**config.mk**
```make
export PLATFORM = sky130hd
export DESIGN_NAME = cheri_dram_arbiter
export DESIGN_NICKNAME = d
export VERILOG_FILES = /design/src/rtl/cheri_dram_arbiter.sv
export SDC_FILE = /design/constraint.sdc
export NUM_CORES = 1
export LEC_CHECK = 0
export BUFFER_PORTS_ARGS = -buffer_cell sky130_fd_sc_hd__buf_2
export CAP_MARGIN = 5
export CELL_PAD_IN_SITES_DETAIL_PLACEMENT = 1
export CELL_PAD_IN_SITES_GLOBAL_PLACEMENT = 1
export CORE_AREA = 5 5 215 217
export DETAILED_ROUTE_END_ITERATION = 6
export DIE_AREA = 0 0 220 222
export PLACE_DENSITY = 0.45
export SLEW_MARGIN = 10
export SYNTH_ARGS = -nofsm -noshare
export SYNTH_HDL_FRONTEND = slang
export SYNTH_SLANG_ARGS = --single-unit
```
**constraint.sdc**
```tcl
create_clock -name clk_i -period 1.8 [get_ports clk_i]
set_clock_uncertainty 0.2 [all_clocks]
set_input_delay 0.27 -clock clk_i [delete_from_list [all_inputs] [get_ports clk_i]]
set_output_delay 0.27 -clock clk_i [all_outputs]
set_load 0.02 [all_outputs]
```
**src/rtl/cheri_dram_arbiter.sv**
```systemverilog
// cheri_dram_arbiter: shares one 65-bit SRAM port between TS-map, core data and DMA
module cheri_dram_arbiter #(
    parameter int AW   = 14,
    parameter int CntW = 16
) (
    input  logic            clk_i,
    input  logic            rst_i,
    input  logic            dat_req_i,
    output logic            dat_gnt_o,
    input  logic            dat_we_i,
    input  logic [7:0]      dat_be_i,
    input  logic [AW-1:0]   dat_addr_i,
    input  logic [64:0]     dat_wdata_i,
    output logic            dat_rvalid_o,
    output logic [64:0]     dat_rdata_o,
    input  logic            dma_req_i,
    output logic            dma_gnt_o,
    input  logic            dma_we_i,
    input  logic [7:0]      dma_be_i,
    input  logic [AW-1:0]   dma_addr_i,
    input  logic [64:0]     dma_wdata_i,
    output logic            dma_rvalid_o,
    output logic [64:0]     dma_rdata_o,
    input  logic            ts_cs_i,
    input  logic [AW-1:0]   ts_addr_i,
    output logic [64:0]     ts_rdata_o,
    output logic            mem_cs_o,
    output logic            mem_we_o,
    output logic [8:0]      mem_wmask_o,
    output logic [AW-1:0]   mem_addr_o,
    output logic [64:0]     mem_wdata_o,
    input  logic [64:0]     mem_rdata_i,
    output logic [CntW-1:0] conflict_cnt_o
);
    typedef enum logic [1:0] {OWN_NONE, OWN_TS, OWN_DAT, OWN_DMA} owner_e;

    owner_e          owner_q, owner_d;
    logic            we_q, we_d;
    logic            rr_q, rr_d;
    logic [CntW-1:0] cnt_q, cnt_d;
    logic            ts_act;
    logic [7:0]      be_sel;

    // TS-map always wins; dat/dma share the rest round-robin, and the port follows the winner
    always_comb begin
        ts_act      = !rst_i && ts_cs_i;
        dat_gnt_o   = !rst_i && !ts_cs_i && dat_req_i && (!dma_req_i || !rr_q);
        dma_gnt_o   = !rst_i && !ts_cs_i && dma_req_i && (!dat_req_i || rr_q);
        mem_cs_o    = ts_act || dat_gnt_o || dma_gnt_o;
        mem_we_o    = dat_gnt_o ? dat_we_i : dma_gnt_o ? dma_we_i : 1'b0;
        be_sel      = dat_gnt_o ? dat_be_i : dma_gnt_o ? dma_be_i : 8'h0;
        mem_wmask_o = mem_we_o ? {|be_sel, be_sel} : 9'h0;
        mem_addr_o  = ts_act ? ts_addr_i : dat_gnt_o ? dat_addr_i : dma_gnt_o ? dma_addr_i : '0;
        mem_wdata_o = dat_gnt_o ? dat_wdata_i : dma_gnt_o ? dma_wdata_i : 65'h0;
        owner_d     = ts_act ? OWN_TS : dat_gnt_o ? OWN_DAT : dma_gnt_o ? OWN_DMA : OWN_NONE;
        we_d        = mem_we_o;
        rr_d        = dat_gnt_o ? 1'b1 : dma_gnt_o ? 1'b0 : rr_q;
        cnt_d       = (ts_cs_i && (dat_req_i || dma_req_i) && !(&cnt_q)) ? cnt_q + CntW'(1) : cnt_q;
    end

    // Route the SRAM read data to whoever owned last cycle's access; writes answer with zero data
    always_comb begin
        dat_rvalid_o   = owner_q == OWN_DAT;
        dma_rvalid_o   = owner_q == OWN_DMA;
        dat_rdata_o    = (dat_rvalid_o && !we_q) ? mem_rdata_i : 65'h0;
        dma_rdata_o    = (dma_rvalid_o && !we_q) ? mem_rdata_i : 65'h0;
        ts_rdata_o     = (owner_q == OWN_TS) ? mem_rdata_i : 65'h0;
        conflict_cnt_o = cnt_q;
    end

    // Arbiter state: round-robin pointer, response owner, and saturating conflict counter
    always_ff @(posedge clk_i or posedge rst_i) begin
        if (rst_i) begin
            rr_q    <= 1'b0;
            owner_q <= OWN_NONE;
            we_q    <= 1'b0;
            cnt_q   <= '0;
        end else begin
            rr_q    <= rr_d;
            owner_q <= owner_d;
            we_q    <= we_d;
            cnt_q   <= cnt_d;
        end
    end
endmodule

```
==> metrics <==
1st-iter DRT viols=214; GPL Wtd Cong=0.838; failing checks=negative setup slack; post-synth top area share=0.366; Tmin final=2.27 ns; Worst slew margin=0.782; Power, Total=0.00415 W; CP Launch Type=flip-flop; CTS tree=built; RSZ-0062 raised after global routing=yes; gr ovfl total=0; DR vias/cell=3.80; leading cell type in the layout, fill and taps excluded=buf_2; DRC viols=0; die extent in x=220 um; CTS Sinks=20; initial antenna violation count=6; clock-pin slew reported for the worst setup and hold paths after clock tree synthesis=0.06 ns; ys async rst share=1.00; WP buf/inv=4; via count=6406; largest net degree at the start of global routing=34; Post-Syn Area=3350 um^2; synth top area cells=and2_1, a22o_1, dfrtp_1; slowest cell delay on critical path=0.37 ns; Final WS setup=-0.467 ns; final net count=1354; worst hold path class=in -> reg; Tightest Pin Transition=0.327 ns; Initial DRT Pass Iterations=6; global-route wire length before repair=50500 um; row count=77; fill count=5253; Syn-to-layout area delta=211%; Total GRT Usage=0.140; root buffer cell=clkbuf_16; number of nets with antenna violations after routing=0; Starting Density=0.0764; Critical Path RT=1.33 ns; final hold slack=0.152 ns; crit path launch=rr_q$_DFFE_PP0P_; die height=222 um; Slew Viols, Final=0; H-tree depth=1; sequential-to-total area share from yosys stat=0.149; Hold Violations, Final=0; Final period util=1.26; Clock Latency Late Sink=0.25 ns; worst-path maximum fanout=7; n_diodes=0; VDD IR max=304 uV; crit path DAT=1.80 ns; Post-synth EDFFs=0; f_max=441 MHz; Core ar.=43900 um^2; Power Dens Cells=398 nW/um^2; max cap viols=0; most frequent cells in the layout=buf_2, buf_6, and2_4; Post-synth top flop=dfrtp_1; detailed placer's ending HPWL=29900 um; synthesized instance count=449; Mapped Avg Cell Area=7.47 um^2; share of layout cells above drive strength 1=0.805; PortBufs=564; Reg2Reg Launch Point=rr_q$_DFFE_PP0P_; num ports=565; Leak Pwr=5.42 nW; Setup crit end kind=primary output; CP max-delay cell=dfrtp_1; Synth area leader=and2_1; Yosys cell types=41; status=complete, but fails checks; Bufs on Longest Clock Path=2; die area=48800 um^2; vias in the first global route=6819; Avg WL per Cell=23.2 um; Syn. warnings=0; Min-Delay Startpoint=dma_req_i; Crit path max-delay family=buffers and inverters; kind of critical path=reg -> out; WL final=39100 um; crit path cell chain=nand2_1, and3_4, buf_12, buf_4, clkbuf_16, a22o_4, buf_6; Final setup viols=290; CTS Buf Count=3; Seq cells post-synth=20; Syn Nets=710
==> cell usage after synthesis (2+ instances only) <==
library cell / instances
nand3_1: 6
and3_1: 6
clkbuf_1: 26
nor2_1: 12
o21ai_0: 2
nor2b_1: 3
mux2_4: 2
dfrtp_1: 20
a222oi_1: 14
and4_2: 2
buf_6: 2
and2_1: 196
mux2_1: 2
a22oi_1: 9
nand2b_1: 2
nand2_1: 8
a21oi_1: 2
inv_1: 17
nand4_1: 5
nor4_1: 4
buf_2: 15
xnor2_1: 10
a22o_1: 65
and2_4: 2
==> cell type report <==
type / instances / area [um^2] / share of cell area
tap: 592 / 741 / 0.0710
sequential: 20 / 505 / 0.0485
inverter: 17 / 66.3 / 0.00636
multi-input combinational: 368 / 3160 / 0.303
timing repair buffer: 683 / 5880 / 0.564
clock buffer: 4 / 78.8 / 0.00756
==> worst min-delay path, stage by stage <==
cell and delay (ns):
buf_2 0.11, buf_4 0.11, a31oi_1 0.07
==> routing by layer <==
layer	global-route usage	up-vias	wire length, um
met5	0	-	7
met4	0.0366	2	1430
met3	0.0223	52	2960
met2	0.292	401	21700
met1	0.139	3084	13000
li1	-	2867	-
==> registers in the layout, indices dropped and copies added (netlist names) <==
| register | count |
|---|---|
| rr_q | 1 |
| we_q | 1 |
| conflict_cnt_o | 16 |
| owner_q | 2 |
==> per-stage QoR <==
step,utilization,setup TNS [ns],worst slack [ns],std cells,area (um^2)
after global routing,0.237,-110.69,-0.553,1684,10400
after CTS,0.217,-95.17,-0.429,1667,9540
final,0.237,-93.53,-0.467,1684,10400
after floorplan,-,-0.148,-0.0216,449,3360
after detailed placement,0.167,-31.13,-0.379,1624,7350
after global placement,0.167,-30.14,-0.401,1624,7350
==> cell families after synthesis <==
family	Yosys count	share of synthesized area
AND/OR/NAND/NOR	255	0.470
AO/OA/AOI/OAI	97	0.253
buffers and inverters	61	0.0794
flip-flops	20	0.149
XOR/XNOR	11	0.0287
multiplexers	4	0.0157
adder cells (fa/ha/maj)	1	0.00373
==> timing repair <==
action                                 4_1_cts  5_1_grt
endpoints found under the hold margin        6        0
hold buffers                                 1        0
pin swaps                                   90       76
resized for setup                          457      227
gates cloned                                20        9
setup endpoints to repair                  288      291
setup buffers                               19       14
==> worst paths after layout <==
check / end / slack (ns) / cells after the start
worst min-delay path: rr_q$_DFFE_PP0P_ / 0.15 / 3
worst max-delay path: mem_wdata_o[53] / -0.47 / 7
min in group asynchronous: conflict_cnt_o[1]$_DFFE_PP0P_ / 0.45 / 4
worst max register to register: we_q$_DFF_PP0_ / -0.04 / 8
max in group asynchronous: conflict_cnt_o[7]$_DFFE_PP0P_ / 0.54 / 5
worst min register to register: conflict_cnt_o[10]$_DFFE_PP0P_ / 0.30 / 1
==> report_power, final <==
part	internal [W]	switching, W	leakage, nW
clock network	0.000302	0.000167	0.0382
logic	0.00156	0.00151	5.13
registers	0.000536	0.0000819	0.257
No activity file was read; power rests on OpenSTA's default activity.
